`src/rtl/pc_fetch_unit.sv`:
```
// Purpose : architectural PC register plus instruction fetch over an IMemReq/IMemAck handshake.
// Latency : the instruction is registered one cycle after IMemAck; a fetch takes at least 2 cycles.
// Backpr. : waits without limit for IMemAck, and FetchTimeout flags the wait; holds Instruction until PCUpdate.
//
// Ports:
//   CLK, resetl                 clock (rising edge) and asynchronous active-low reset
//   NextPC, PCUpdate            next PC, and the retire pulse that loads it (honoured only in VALID)
//   CurrentPC, IMemAddr         architectural PC; the fetch address is always the PC
//   IMemReq, IMemAck, IMemRdData  instruction memory handshake
//   Instruction, InstrValid     registered instruction for decode
//   Misaligned, FetchTimeout    sticky error flags
//   FetchCount                  count of completed fetches, wraps at 2^32
module pc_fetch_unit #(
    parameter logic [63:0] RESET_PC = 64'h0,
    parameter int          TIMEOUT  = 16
) (
    input  logic        CLK,
    input  logic        resetl,
    input  logic [63:0] NextPC,
    input  logic        PCUpdate,
    output logic [63:0] CurrentPC,
    output logic        IMemReq,
    output logic [63:0] IMemAddr,
    input  logic        IMemAck,
    input  logic [31:0] IMemRdData,
    output logic [31:0] Instruction,
    output logic        InstrValid,
    output logic        Misaligned,
    output logic        FetchTimeout,
    output logic [31:0] FetchCount
);

    typedef enum logic [1:0] {
        FETCH = 2'd0,
        VALID = 2'd1,
        HALT  = 2'd2
    } state_t;

    localparam logic [15:0] TMO_LIM = 16'(TIMEOUT);

    state_t      state, state_nxt;
    logic [63:0] pc, pc_nxt;
    logic        req, req_nxt;
    logic [31:0] instr, instr_nxt;
    logic        ivalid, ivalid_nxt;
    logic        mis, mis_nxt;
    logic        tmo, tmo_nxt;
    logic [31:0] cnt, cnt_nxt;
    logic [15:0] wcnt, wcnt_nxt;

    always_ff @(posedge CLK or negedge resetl) begin
        if (!resetl) begin
            state  <= FETCH;
            pc     <= RESET_PC;
            req    <= 1'b0;
            instr  <= 32'h0;
            ivalid <= 1'b0;
            mis    <= 1'b0;
            tmo    <= 1'b0;
            cnt    <= 32'h0;
            wcnt   <= 16'h0;
        end else begin
            state  <= state_nxt;
            pc     <= pc_nxt;
            req    <= req_nxt;
            instr  <= instr_nxt;
            ivalid <= ivalid_nxt;
            mis    <= mis_nxt;
            tmo    <= tmo_nxt;
            cnt    <= cnt_nxt;
            wcnt   <= wcnt_nxt;
        end
    end

    always_comb begin
        state_nxt  = state;
        pc_nxt     = pc;
        req_nxt    = req;
        instr_nxt  = instr;
        ivalid_nxt = ivalid;
        mis_nxt    = mis;
        tmo_nxt    = tmo;
        cnt_nxt    = cnt;
        wcnt_nxt   = wcnt;
        case (state)
            FETCH: begin
                // req is low here only on the first cycle after reset. An ack is
                // accepted only once the request is actually visible on the bus.
                if (!req) begin
                    req_nxt = 1'b1;
                end else if (IMemAck) begin
                    instr_nxt  = IMemRdData;
                    ivalid_nxt = 1'b1;
                    req_nxt    = 1'b0;
                    cnt_nxt    = cnt + 32'd1;
                    wcnt_nxt   = 16'h0;
                    state_nxt  = VALID;
                end else begin
                    // Saturate at the limit; the flag stays set once raised.
                    if (wcnt != TMO_LIM) begin
                        wcnt_nxt = wcnt + 16'd1;
                    end
                    if (wcnt_nxt == TMO_LIM) begin
                        tmo_nxt = 1'b1;
                    end
                end
            end
            VALID: begin
                if (PCUpdate) begin
                    ivalid_nxt = 1'b0;
                    if (NextPC[1:0] == 2'b00) begin
                        pc_nxt    = NextPC;
                        req_nxt   = 1'b1;
                        state_nxt = FETCH;
                    end else begin
                        mis_nxt   = 1'b1;
                        state_nxt = HALT;
                    end
                end
            end
            HALT: begin
                req_nxt    = 1'b0;
                ivalid_nxt = 1'b0;
            end
            default: begin
                state_nxt = HALT;
                req_nxt   = 1'b0;
            end
        endcase
    end

    assign CurrentPC    = pc;
    assign IMemAddr     = pc;
    assign IMemReq      = req;
    assign Instruction  = instr;
    assign InstrValid   = ivalid;
    assign Misaligned   = mis;
    assign FetchTimeout = tmo;
    assign FetchCount   = cnt;

endmodule

```
`config.mk`:
```
export PLATFORM = sky130hd
export DESIGN_NAME = pc_fetch_unit
export DESIGN_NICKNAME = d
export VERILOG_FILES = /design/src/rtl/pc_fetch_unit.sv
export SDC_FILE = /design/constraint.sdc
export NUM_CORES = 1
export LEC_CHECK = 0
export CAP_MARGIN = 10
export CORE_MARGIN = 3
export CORE_UTILIZATION = 35
export DETAILED_ROUTE_END_ITERATION = 12
export PLACE_DENSITY = 0.79
export SYNTH_ARGS = -nofsm -noshare
export SYNTH_HDL_FRONTEND = slang
export SYNTH_SLANG_ARGS = --single-unit
```
`constraint.sdc`:
```
create_clock -name CLK -period 5.5 [get_ports CLK]
set_input_delay 1.65 -clock CLK [delete_from_list [all_inputs] [get_ports CLK]]
set_output_delay 1.65 -clock CLK [all_outputs]
set_load 0.01 [all_outputs]
```
==> impl_metrics.ini <==
[layout]
area_growth_pct = 47.9
nNetsFinal = 965
n_antenna_cell = 0
multi_input_area_mm2 = 0.00253
final_area_mm2 = 0.0102
fill_cells = 1681
ff_latch_area_mm2 = 0.00375
drive_above_1_share = 0.131

[power]
leakage_uw = 0.00459
powerDensity_mw_per_mm2 = 230
vdd_ir_drop_max_mv = 0.206
power_uw = 2350

[detailed_routing]
firstDrtPassIters = 4
antenna_left = 0
dr.first_iter.drc_count = 292
drt_wl_total_um = 18600
via_per_inst = 4.71
remaining_drc_errors = 0
dr_total_vias = 5327
avgRoutedWirePerCell_um = 16.4

[clock_tree]
clockBufferDepth = 2
holdBufCountCts = 0
htree_num_levels = 4
cts_setup_buffers = 0
cts.reportedPaths.clkPinSlew_ns = 0.06
cts_tree = built
clock-sinks = 150
clock_latency_ns = 0.42
cts_buffers = 17
cts_resized = 0
cts-root-buf = clkbuf_16

[floorplanning]
core_area_mm2 = 0.0191
initial_core_util = 0.362
num_rows = 50
dieWidth_um = 147
pin_count = 296
die_y_um = 147
dieArea_mm2 = 0.0215

[global_routing]
antenna_found_initial = 0
grt_max_degree = 83
grt_pass1_wl_um = 29800
overflow = 0
grt.total_usage = 0.173
grt_pass1_vias = 5338

[yosys]
synth-edff-count = 0
syn_area_mm2 = 0.00691
synth.largest_area_cell = dfrtp_1
synth-seq-cells = 150
ys_seq_area_frac = 0.543
ys_types = 45
yosys_warnings = 0
yosys-top-cells-area = dfrtp_1 54%, mux2_2 10%, buf_4 7.1%
synth_flop_cell = dfrtp_1
avgSynthCellArea_um2 = 11.0
synthCells = 628
postSynth.asyncResetShare = 1.00
synth_top_area_share = 0.543
syn-num-nets = 734

[place]
place_area_mm2 = 0.00964
dp_hpwl_um = 14000
io_buffers = 295
gp_congestion = 0.858
dp_worst_setup_slack_ns = 1.73

[timing]
clock_skew_ns = 0.0122
period_share = 0.609
slew_headroom = 0.421
hold_ws_ns = 0.472
rsz0062_at_grt = false
setup_violations = 0
setup_tns_ns = 0
fmax_mhz = 299
worst_pin_slew_ns = 0.868
final.setup.worst_slack_ns = 2.15
period_needed_ns = 3.35
hold_viol = 0
slew_violations = 0

[worst_setup_path]
end_kind = flop
crit_path_start_kind = input pin
path_cells = clkdlybuf4s50_1 -> buf_4 -> nand3b_1 -> a2111oi_0 -> nand4_1 -> a211oi_1 -> a41o_1
worstPathMaxFanout = 20
slowest_delay_ns = 0.51
crit_type = in2reg
required_ns = 5.85
arrival_ns = 3.70
cp_slowest_cell = a2111oi_0

[run]
cap_viol_max_count = 0

[hold_path]
hold_class = reg2reg

[outcome]
status = finished clean
metal layers:
metal / routed length (µm) / GRT usage / up-vias / part of all wire
met3: 1360 / 0.0521 / 16 / 0.073
met1: 7420 / 0.210 / 2567 / 0.40
met4: 177 / 0.0414 / 0 / 0.0095
met2: 9600 / 0.301 / 213 / 0.52
li1: - / - / 2531 / -
met5: 0 / 0 / - / 0
worst max-delay path, delay by kind of cell:
family	cells	cell delay [ns]
buffers and inverters	2	0.63
and+or+nand+nor	2	0.46
AOI/OAI and AO/OA	3	0.95
placed cells by master (no fill, tap or decap), types with 2 or more instances in the layout:
cell / count
a21oi_1: 5
nor3_4: 2
nor2b_1: 3
nor3_1: 9
buf_4: 6
xor2_1: 16
a31oi_1: 5
nand2_1: 127
nand2b_1: 3
dfrtp_1: 150
clkinv_4: 2
clkdlybuf4s50_1: 294
nand3_1: 18
nor4_2: 2
and4_1: 5
inv_6: 2
nand4_2: 2
xnor2_1: 22
inv_8: 4
o21ai_0: 27
and3_1: 6
clkbuf_16: 17
nor4_1: 3
clkinvlp_4: 4
ha_1: 6
nor2_1: 18
nand4_1: 11
mux2_2: 64
inv_1: 9
o31ai_1: 7
and2_1: 2
or3_1: 3
flip-flops by register name (all words and copies together), names as in the netlist:
register      cells
FetchCount       32
state             2
Instruction      32
Misaligned        1
FetchTimeout      1
InstrValid        1
wcnt             16
IMemReq           1
CurrentPC        64
worst paths after layout:
kind	from	cells after the start	slack, ns	end
worst max-delay path	IMemAck	7	2.15	FetchTimeout
min in group asynchronous	resetl	1	1.27	Instruction[0]
worst max register to register	state[0]	8	3.06	FetchCount[28]
worst min register to register	Instruction[27]	2	0.47	Instruction[27]
max in group asynchronous	resetl	2	3.20	FetchCount[20]
worst min-delay path	Instruction[27]	2	0.47	Instruction[27]
power by group:
| part | total (µW) | internal (µW) | switching, µW |
|---|---|---|---|
| Combinational | 99.3 | 64.6 | 34.7 |
| Clock | 1140 | 651 | 493 |
| Sequential | 1100 | 1100 | 0 |
| Total | 2350 | 1820 | 528 |
metrics by stage:
stage,util,cells
3_5_place_dp,0.505,1100
3_3_place_gp,0.505,1100
6_report,0.536,1132
2_1_floorplan,-,628
4_1_cts,0.536,1132
5_1_grt,0.536,1132
cells by family after synthesis:
kind of cell	synth area share
fa+ha+maj	0.0109
xor+xnor	0.0481
flops	0.543
mux	0.108
compound gates	0.0454
buf+inv	0.0921
simple gates	0.153
synthesized netlist by cell type, types with 7 or more instances:
cell type  instances
mux2_2            64
o21ai_0           27
nor3_1             9
nand2_1          127
nand4_1           11
nand3_1           18
o31ai_1            7
dfrtp_1          150
xnor2_1           22
nor2_1            18
xor2_1            16
buf_4             65
clkbuf_1           8
inv_1              9
buf_2             14
area by class of cell:
class,count,share of cell area
inverters,9,0.00330
multi-input cells,380,0.247
repair buffers,301,0.293
flip-flops and latches,150,0.367
clock inverters,13,0.0137
well taps,260,0.0318
clock buffers,19,0.0433
Note: power is estimated with default switching activity, not from simulation.
